$ cat config.mk
export PLATFORM = sky130hd
export DESIGN_NAME = led_pulse_stretcher
export DESIGN_NICKNAME = d
export VERILOG_FILES = /design/src/rtl/led_pulse_stretcher.sv
export SDC_FILE = /design/constraint.sdc
export NUM_CORES = 1
export LEC_CHECK = 0
export ABC_AREA = 1
export BUFFER_PORTS_ARGS = -buffer_cell sky130_fd_sc_hd__buf_2
export CAP_MARGIN = 40
export CORE_ASPECT_RATIO = 0.9
export CORE_MARGIN = 1.5
export CORE_UTILIZATION = 41
export CTS_BUF_LIST = sky130_fd_sc_hd__clkbuf_2
export DETAILED_ROUTE_END_ITERATION = 8
export MAX_ROUTING_LAYER = met4
export PLACE_DENSITY_LB_ADDON = 0.3
export SLEW_MARGIN = 20
export SYNTH_ARGS = -nofsm -noshare
export SYNTH_HDL_FRONTEND = slang
export SYNTH_SLANG_ARGS = --single-unit
$ cat constraint.sdc
create_clock -name clk -period 2.85 [get_ports clk]
set_input_delay 0.4275 -clock clk [delete_from_list [all_inputs] [get_ports clk]]
set_output_delay 0.4275 -clock clk [all_outputs]
set_load 0.03 [all_outputs]
$ cat src/rtl/led_pulse_stretcher.sv
// led_pulse_stretcher
//
// Turns single-cycle internal event strobes into pulses long enough to see on a
// board pin (LED or buzzer). Each event drives the pin high for WIDTH_CYC
// cycles and then low for at least GAP_CYC cycles. Strobes that arrive while a
// pulse or gap is in progress are counted and replayed in order. If the
// pending counter is full, the event is dropped and a sticky overflow flag is
// set.
//
// Parameters
//   WIDTH_CYC : high time of each pulse, in clk cycles (>= 1)
//   GAP_CYC   : minimum low time after each pulse, in clk cycles (>= 1)
//   CNT_W     : timer width; must hold max(WIDTH_CYC, GAP_CYC) - 1
//   PEND_W    : pending-counter width; saturates at 2^PEND_W - 1
//
// Ports
//   clk       : system clock, rising edge
//   rst       : asynchronous active-low reset
//   pulse_in  : event strobe; every high cycle counts as one event
//   clear     : synchronous flush of pending events and the overflow flag
//   led_out   : stretched pulse to the pin (registered)
//   busy      : high while a pulse or gap is in progress (registered)
//   pend_cnt  : queued events not yet emitted
//   overflow  : sticky; an event was dropped at saturation
module led_pulse_stretcher #(
  parameter int unsigned WIDTH_CYC = 16,
  parameter int unsigned GAP_CYC   = 8,
  parameter int unsigned CNT_W     = 24,
  parameter int unsigned PEND_W    = 3
) (
  input  logic              clk,
  input  logic              rst,
  input  logic              pulse_in,
  input  logic              clear,
  output logic              led_out,
  output logic              busy,
  output logic [PEND_W-1:0] pend_cnt,
  output logic              overflow
);

  typedef enum logic [1:0] {
    StIdle,
    StHigh,
    StGap
  } state_e;

  localparam logic [CNT_W-1:0]  WidthLoad = CNT_W'(WIDTH_CYC - 1);
  localparam logic [CNT_W-1:0]  GapLoad   = CNT_W'(GAP_CYC - 1);
  localparam logic [PEND_W-1:0] PendMax   = '1;

  state_e            state_q, state_d;
  logic [CNT_W-1:0]  timer_q, timer_d;
  logic              led_q, led_d;
  logic              busy_q, busy_d;
  logic [PEND_W-1:0] pend_q, pend_d;
  logic              ovf_q, ovf_d;

  logic strobe;
  logic timer_zero;
  logic gap_last;
  logic pend_nz;
  logic inc;
  logic dec;

  // clear masks the strobe in the same cycle, so a flushed cycle never queues
  // or launches anything.
  assign strobe     = pulse_in & ~clear;
  assign timer_zero = (timer_q == '0);
  assign gap_last   = (state_q == StGap) & timer_zero;
  assign pend_nz    = (pend_q != '0);

  // ---------------------------------------------------------------------------
  // Pulse sequencer
  // ---------------------------------------------------------------------------
  always_comb begin
    state_d = state_q;
    timer_d = timer_q;
    unique case (state_q)
      StIdle: begin
        if (strobe) begin
          state_d = StHigh;
          timer_d = WidthLoad;
        end
      end
      StHigh: begin
        if (timer_zero) begin
          state_d = StGap;
          timer_d = GapLoad;
        end else begin
          timer_d = timer_q - CNT_W'(1);
        end
      end
      StGap: begin
        if (timer_zero) begin
          // A clear in the last gap cycle flushes the queue, so the queued
          // events must not relaunch a pulse here either.
          if ((pend_nz & ~clear) | strobe) begin
            state_d = StHigh;
            timer_d = WidthLoad;
          end else begin
            state_d = StIdle;
          end
        end else begin
          timer_d = timer_q - CNT_W'(1);
        end
      end
      default: begin
        state_d = StIdle;
        timer_d = '0;
      end
    endcase

    // Outputs are registered copies of the next state, so they change on the
    // same edge as the state transition.
    led_d  = (state_d == StHigh);
    busy_d = (state_d != StIdle);
  end

  // ---------------------------------------------------------------------------
  // Pending-event accounting
  // ---------------------------------------------------------------------------
  // A strobe in the last gap cycle with nothing queued launches the next pulse
  // directly, so it is not queued.
  assign inc = strobe & (state_q != StIdle) & ~(gap_last & ~pend_nz);
  assign dec = gap_last & pend_nz;

  always_comb begin
    pend_d = pend_q;
    ovf_d  = ovf_q;
    if (clear) begin
      pend_d = '0;
      ovf_d  = 1'b0;
    end else if (inc & ~dec) begin
      if (pend_q == PendMax) begin
        ovf_d = 1'b1;
      end else begin
        pend_d = pend_q + PEND_W'(1);
      end
    end else if (dec & ~inc) begin
      pend_d = pend_q - PEND_W'(1);
    end
  end

  // ---------------------------------------------------------------------------
  // State
  // ---------------------------------------------------------------------------
  always_ff @(posedge clk or negedge rst) begin
    if (!rst) begin
      state_q <= StIdle;
      timer_q <= '0;
      led_q   <= 1'b0;
      busy_q  <= 1'b0;
      pend_q  <= '0;
      ovf_q   <= 1'b0;
    end else begin
      state_q <= state_d;
      timer_q <= timer_d;
      led_q   <= led_d;
      busy_q  <= busy_d;
      pend_q  <= pend_d;
      ovf_q   <= ovf_d;
    end
  end

  assign led_out  = led_q;
  assign busy     = busy_q;
  assign pend_cnt = pend_q;
  assign overflow = ovf_q;

endmodule

==> metrics.md, run 1 <==
| Metric | Value |
|---|---|
| Status | `finished, final reports clean` |
| Worst Path Max Fanout | `8` |
| CTS Buf Count | `5` |
| Reg2Reg Setup Slack | `0.33 ns` |
| Post-cts hold buffer count | `0` |
| RSZ-0062 raised after global routing | `false` |
| Die Span Y | `73.27 microns` |
| Fin crit period | `between 2 and 3 ns` |
| CP Cell Sequence | `inv_1 -> ha_1 -> nand2_2 -> nor2_4 -> nand4_1 -> nand2_1 -> inv_1 -> fa_1 -> xor2_1 -> inv_1 -> nand3_1 -> nand2_1 -> nand3_1 -> nand2_1` |
| Slew margin rel. | `0.5088` |
| Final core occ | `0.4556` |
| Simple-gate portion of the synthesized area | `0.3265` |
| Int Power | `approximately 560 uW` |
| Warnings, synthesis | `0` |
| Post-route ant nets | `0` |
| Number of synthesized flops with an enable pin | `0` |
| Worst Setup Path Type | `reg2reg` |
| Inst Count DP | `370` |
| Drt initial violations | `260` |
| HP Class | `in2async` |
| Crit. End Element | `flip-flop` |
| Top post-synthesis cells by area | `dfrtp_1 36%, nand2_1 11%, o21ai_2 8.2%, o2111ai_1 6.6%, nor2_1 6.3%` |
| Syn avg cell area | `7.524 sq um` |
| Vias in the first global route | `between 1500 and 2000` |
| Main flop type after synthesis | `dfrtp_1` |
| Sequential area share after synthesis | `0.3560` |
| Xor-xnor portion of the synthesized cell area | `0.007786` |
| FMAX | `397.2 MHz` |
| CTS tree | `built` |
| Cell Rows | `25` |
| Sw frac | `0.2954` |
| IO Port Bufs | `9` |
| IO Count | `10` |
| Worst slew pin tran | `0.7368 ns` |
| Pin count of the biggest net entering global routing | `33` |
| Complex-gate fraction of the synthesized area | `0.2041` |
| Setup_tns | `0 ns` |
| Sw power | `234.1 uW` |
| Skew final | `~0.010 ns` |
| TritonCTS Sinks | `32` |
| Post-synth top area cell | `dfrtp_1` |
| Adder-Cell Fraction of Synth Area | `0.01446` |
| Gate power share | `0.127` |
| Top cell type's share of synthesized area | `0.3560` |
| Total routed wirelength | `5161 microns` |
| Initial antenna violation count | `0` |
| Clock-pin slew on the worst setup and hold paths | `0.17 ns` |
| Fin. max-slew vios | `0` |
| Die ar. | `a little under 6000 sq um` |
| Clock H-tree levels | `2` |
| Design Power | `792.4 uW` |
| Post-Syn Instances | `around 300` |
| Max stage delay on crit path | `0.41 ns` |
| Netlist Area Pre-Place | `approximately 2200 sq um` |
| DP HPWL | `about 3700 microns` |
| Via density | `5.394` |
| Global placer's final weighted congestion | `slightly below 0.9` |
| Total track usage | `0.2041` |
| Setup Buffers After CTS | `0` |
| Starting density of the core | `0.4256` |
| Critical path required time | `around 3.1 ns` |
| Max Root-Sink Buffers | `2` |
| Buf/Inv on CP | `3` |
| Library cells used by synthesis | `33` |
| ANT cells | `0` |
| Post-DP Area | `~2400 sq um` |
| Post-synthesis mux area share | `0` |
| Startpoint types | `flip-flop` |
| Total grt overflow | `0` |
| First-pass GRT wire length | `approximately 9000 microns` |
| Root Driver | `clkbuf_2` |
| Number of gates resized after cts | `0` |
| Max cap viols | `0` |
| Clock power share | `0.278` |
| #FFs+latches synth | `32` |
| DRC errors left | `0` |
| Largest family of logic cells by synthesized area | `simple AND/OR/NAND/NOR gates` |
| Non-Filler Instances | `378` |
| Async SR Flop Fraction | `1.000` |
| Slowest-stage cell, CP | `dfrtp_1` |
| Share of layout cells above drive strength 1 | `0.1865` |
| Nets | `around 320` |
| Arrival @ worst endpoint | `2.80 ns` |
| Static leakage | `0.001020 uW` |
| Worst-Skew Late Latency | `0.36 ns` |
| Fin crit share | `0.8835` |
| Final instance area | `between 2000 and 2500 sq um` |
| Routed via count | `2039` |
| Flop pwr share | `0.595` |
| Area delta synth->final | `7.063%` |
| Top Family by Delay on Critical Path | `simple AND/OR/NAND/NOR gates` |
| 1st-pass router iterations | `4` |
| Final setup violation count | `0` |
| Die width | `approximately 81 microns` |
| Maximum VDD drop | `between 0.00015 and 0.0002 V` |
| Syn Nets | `305` |
| Core area | `approximately 5300 sq um` |
| Avg WL per Cell | `13.65 microns` |
| Final Hold Fails | `0` |
| Power Density | `~330 nW/um^2` |
==> final cells by class <==
type	instances	area, sq um
clock buffers	7	35.03
clock inverters	1	3.754
fillers	510	2878
inverters	39	146.4
multi-input cells	218	1244
flip-flops and latches	32	800.8
well taps	67	83.83
repair buffers	14	95.09
==> sequential cells by signal (all words and copies together), names as in the netlist <==
register  count
pend_cnt      3
busy          1
led_out       1
timer_q      24
overflow      1
state_q       2
==> cells in the final DEF, fill, tap and decap left out <==
cell / count
nand2_1: 64
nor2_1: 38
inv_1: 37
dfrtp_1: 32
nand3_1: 28
o21ai_2: 21
o2111ai_1: 17
nand4_1: 14
buf_2: 9
o21ai_0: 7
clkbuf_2: 7
buf_4: 4
nand2_2: 3
nor2_4: 3
a21oi_1: 3
inv_2: 2
nor2_2: 2
o221ai_1: 2
xor2_1: 2
o21ai_1: 2
nand3_4: 1
nor2_8: 1
a21boi_4: 1
nor3_1: 1
a31oi_1: 1
nand3_2: 1
or2_2: 1
a31o_2: 1
o21bai_1: 1
o21a_1: 1
fa_1: 1
ha_1: 1
clkinv_1: 1
buf_12: 1
==> metrics by stage <==
| step | setup slack, ns | hold WS (ns) |
|---|---|---|
| floorplan | 0.5726 | 0.1319 |
| global placement | 0.4331 | 0.4730 |
| detailed placement | 0.3194 | 0.4974 |
| CTS | 0.2973 | 0.1046 |
| global route | 0.009465 | 0.1380 |
| finish | 0.3321 | 0.1057 |
==> kinds of logic (layout without fill, tap and decap cells) <==
group / after synthesis / after routing
fa+ha+maj: 2 / 2
flops: 32 / 32
simple gates: 157 / 157
compound gates: 57 / 57
xor+xnor: 2 / 2
buf+inv: 49 / 61
==> power groups by stage <==
stage | clock network, uW | logic, uW | registers, uW
after CTS | 233 | 102 | 471
after global routing | 247 | 114 | 473
final | 220 | 101 | 471
after detailed placement | 0 | 102 | 480
after global placement | 0 | 100 | 479
after floorplan | 0 | 52.2 | 496
==> metal layers <==
| metal | up-vias | wire length (microns) | GRT usage |
|---|---|---|---|
| met5 | - | 0 | - |
| met4 | 0 | 22 | 0.04981 |
| met3 | 2 | 234 | 0.03851 |
| met2 | 36 | 2198 | 0.2944 |
| met1 | 961 | 2706 | 0.2945 |
| li1 | 1040 | - | - |
==> Yosys cell counts, types with 2 or more instances <==
master     instances
nand4_1           14
o221ai_1           2
a21oi_1            3
buf_2              2
o2111ai_1         17
inv_1             37
nor2_2             2
nor2_4             3
o21ai_2           21
xor2_1             2
buf_6              2
nand2_2            3
o21ai_1            2
nor2_1            38
inv_2              2
o21ai_0            7
nand3_1           28
clkbuf_1           5
nand2_1           64
dfrtp_1           32
==> path summary, 6_finish.rpt <==
path                       startpoint          end  depth (start not counted)
max                        timer_q[0]  pend_cnt[2]                         14
min                               rst  pend_cnt[2]                          1
max reg2reg                timer_q[0]  pend_cnt[2]                         14
min reg2reg                  overflow     overflow                          1
max in group asynchronous         rst  timer_q[21]                          1
min in group clk                clear  pend_cnt[1]                          4
Note: power is estimated with default switching activity, not from simulation.
==> run 2: changes to the inputs <==
Settings changed: CELL_PAD_IN_SITES_DETAIL_PLACEMENT set to 0, CELL_PAD_IN_SITES_GLOBAL_PLACEMENT set to 1.
==> run 2 against run 1 <==
Non-clock buffer count grew 2. Sequential share of layout area shrank 0.41 points. Sequential power is essentially flat. Routed wire length grew 4.2%. Count of clock-buffer cells in the layout shrank 2. Fmax shrank 0.28%. Global-route usage grew 0.56 points. Combinational power is essentially flat. Total power grew 1.2%. Flip-flop and latch count is the same. Clock skew grew 0.016 ns. Clock power grew 4%. Critical path type unchanged. Highest routed layer unchanged.
==> metrics.md, run 2 (synthesized netlist as in run 1, its figures left out) <==
| Metric | Value |
|---|---|
| Max reg flops | `24 (unchanged)` |
| Min-delay src | `clear` |
| Max cap viols | `0 (unchanged)` |
| HP Class | `in2reg` |
| CTS Buf Count | `5 (unchanged)` |
| IO Count | `10 (unchanged)` |
| Int Power | `550.6 uW (-1.4%)` |
| Top Family by Delay on Critical Path | `simple AND/OR/NAND/NOR gates` |
| Sw power | `251.4 uW (+7.4%)` |
| Nets | `318 (+0.63%)` |
| Worst Path Max Fanout | `8 (unchanged)` |
| Slew margin rel. | `0.4631 (-0.04567)` |
| Skew final | `0.02654 ns (+0.01635 ns)` |
| Flop pwr share | `0.588 (-0.007)` |
| Share of layout cells above drive strength 1 | `0.1885 (+0.002003)` |
| Clock H-tree levels | `2 (unchanged)` |
| Power Density | `328.9 nW/um^2 (about the same)` |
| IO Port Bufs | `9 (unchanged)` |
| Sw frac | `0.3135 (+0.01810)` |
| DRC errors left | `0 (unchanged)` |
| Maximum VDD drop | `0.0001864 V (-5.8%)` |
| Global placer's final weighted congestion | `0.8640 (-0.60%)` |
| R2R cell count | `14 (unchanged)` |
| PnR worst setup slack | `0.3251 ns (-0.006961 ns)` |
| Via density | `5.303 (-1.7%)` |
| Final instance area | `2439 sq um (+1.2%)` |
| Fin crit share | `0.8859 (+0.002442)` |
| Post-route ant nets | `0 (unchanged)` |
| Buf/Inv on CP | `3 (unchanged)` |
| Clock power share | `0.284 (+0.006)` |
| Final Hold Fails | `0 (unchanged)` |
| Max stage delay on crit path | `0.40 ns (about the same)` |
| Worst slew pin tran | `0.8045 ns (+0.06762 ns)` |
| Fin crit period | `2.525 ns (+0.006961 ns)` |
| Fin. max-slew vios | `0 (unchanged)` |
| Crit. End Element | `flip-flop` |
| TritonCTS Sinks | `32 (unchanged)` |
| Status | `finished, final reports clean` |
| Root Driver | `clkbuf_2` |
| Arrival @ worst endpoint | `2.82 ns (+0.02 ns)` |
| Most frequent cells in the layout | `64 x nand2_1, 38 x nor2_1, 37 x inv_1, 32 x dfrtp_1, 28 x nand3_1` |
| Critical path required time | `3.14 ns (about the same)` |
| Commonest non-fill, non-tap cell in the layout | `nand2_1` |
| Slowest-stage cell, CP | `dfrtp_1` |
| Clock-pin slew on the worst setup and hold paths | `0.19 ns (+0.02 ns)` |
| Total routed wirelength | `5377 microns (+4.2%)` |
| FMAX | `396.1 MHz (-0.28%)` |
| Static leakage | `0.001035 uW (+1.4%)` |
| Reg2Reg Setup Slack | `0.33 ns (about the same)` |
| Total grt overflow | `0 (unchanged)` |
| Post-DP Area | `2370 sq um (unchanged)` |
| DP HPWL | `3904 microns (+4.4%)` |
| RSZ-0062 raised after global routing | `false` |
| Max Root-Sink Buffers | `2 (unchanged)` |
| Number of gates resized after cts | `0 (unchanged)` |
| Vias in the first global route | `1826 (-2.6%)` |
| ANT cells | `0 (unchanged)` |
| Gate power share | `0.128 (about the same)` |
| Pin count of the biggest net entering global routing | `33 (unchanged)` |
| DP Worst Slack | `0.3165 ns (-0.002895 ns)` |
| Final setup violation count | `0 (unchanged)` |
| 1st-pass router iterations | `4 (unchanged)` |
| Largest Register | `timer_q` |
| Worst r2r dst | `pend_cnt[2]` |
| Die ar. | `5941 sq um (unchanged)` |
| Die width | `81.08 microns (unchanged)` |
| Routed via count | `2015 (-1.2%)` |
| Core area | `5286 sq um (unchanged)` |
| Startpoint types | `flip-flop` |
| Worst Setup Path Type | `reg2reg` |
| Initial antenna violation count | `0 (unchanged)` |
| CP Cell Sequence | `inv_1 -> ha_1 -> nand2_2 -> nor2_4 -> nand4_1 -> nand2_1 -> inv_1 -> fa_1 -> xor2_1 -> inv_1 -> nand3_1 -> nand2_1 -> nand3_1 -> nand2_1` |
| Drt initial violations | `114 (-56%)` |
| Cell Rows | `25 (unchanged)` |
| Worst-Skew Late Latency | `0.38 ns (+0.02 ns)` |
| Area delta synth->final | `8.398%` |
| CTS tree | `built` |
| R2R Path Start | `timer_q[1]` |
| Avg WL per Cell | `14.15 microns (+3.6%)` |
| Hold path cells | `4` |
| Design Power | `802.0 uW (+1.2%)` |
| Total track usage | `0.2097 (+0.005615)` |
| Setup_tns | `0 ns (unchanged)` |
| Endpoint, Worst Hold | `pend_cnt[1]` |
| Starting density of the core | `0.4256 (unchanged)` |
| First-pass GRT wire length | `9108 microns (+1.6%)` |
| Die Span Y | `73.27 microns (unchanged)` |
-- run 2: changes by cell type in the layout (fill, tap and decap cells not counted), sizes merged --
cell / previous run / this run
buf: 14 / 15
clkinv: 1 / 3
dlygate4sd3: 0 / 1
clkbuf: 7 / 5
-- run 2: timing repair --
action,CTS,global route
hold buffers,0,1
hold endpoints to repair,0,8
buffers inserted,0,0
-- run 2: stage by stage --
stage	utilization	std cells	hold slack, ns
after floorplan	-	299	0.1319
after global placement	0.4483	370	0.4754
after detailed placement	0.4483	370	0.4801
after CTS	0.4556	378	0.1067
after global routing	0.4613	380	0.2871
final	0.4613	380	0.2996
-- run 2: power by group through the flow --
stage	registers, uW	clock network [uW]	logic, uW
floorplan	496	0	52.2
global placement	479	0	99.9
detailed placement	479	0	99.9
CTS	471	238	100
global route	472	255	117
finish	471	228	103
-- run 2: layer usage --
| metal | share of wire | wire length [microns] | vias to the layer above | GRT usage |
|---|---|---|---|---|
| li1 | - | - | 1054 | - |
| met1 | 0.55 | 2941 | 929 | 0.3140 |
| met2 | 0.42 | 2235 | 28 | 0.2898 |
| met3 | 0.030 | 160 | 4 | 0.03354 |
| met4 | 0.0074 | 40 | 0 | 0.05747 |
| met5 | 0 | 0 | - | - |
-- run 2: area by class of cell --
type                            instances  area (sq um)
Fill cell                             547          2848
Multi-Input combinational cell        218          1244
Sequential cell                        32         800.8
Inverter                               39         146.4
Timing Repair Buffer                   16         125.1
Tap cell                               67         83.83
Clock buffer                            5         25.02
Clock inverter                          3         13.76
-- run 2: worst max path at each step --
stage	start	end	slack, ns	cells past startpoint
global route	timer_q[1]	pend_cnt[2]	0.05	14
detailed placement	timer_q[0]	pend_cnt[2]	0.32	14
finish	timer_q[1]	pend_cnt[2]	0.33	14
floorplan	timer_q[0]	pend_cnt[2]	0.57	15
CTS	timer_q[1]	pend_cnt[2]	0.29	14
global placement	timer_q[0]	pend_cnt[2]	0.40	14
-- run 2: worst min-delay path, delay by kind of cell --
kind / cells / cell delay, ns
AOI/OAI and AO/OA: 1 / 0.05
buffers and inverters: 1 / 0.09
and+or+nand+nor: 2 / 0.09
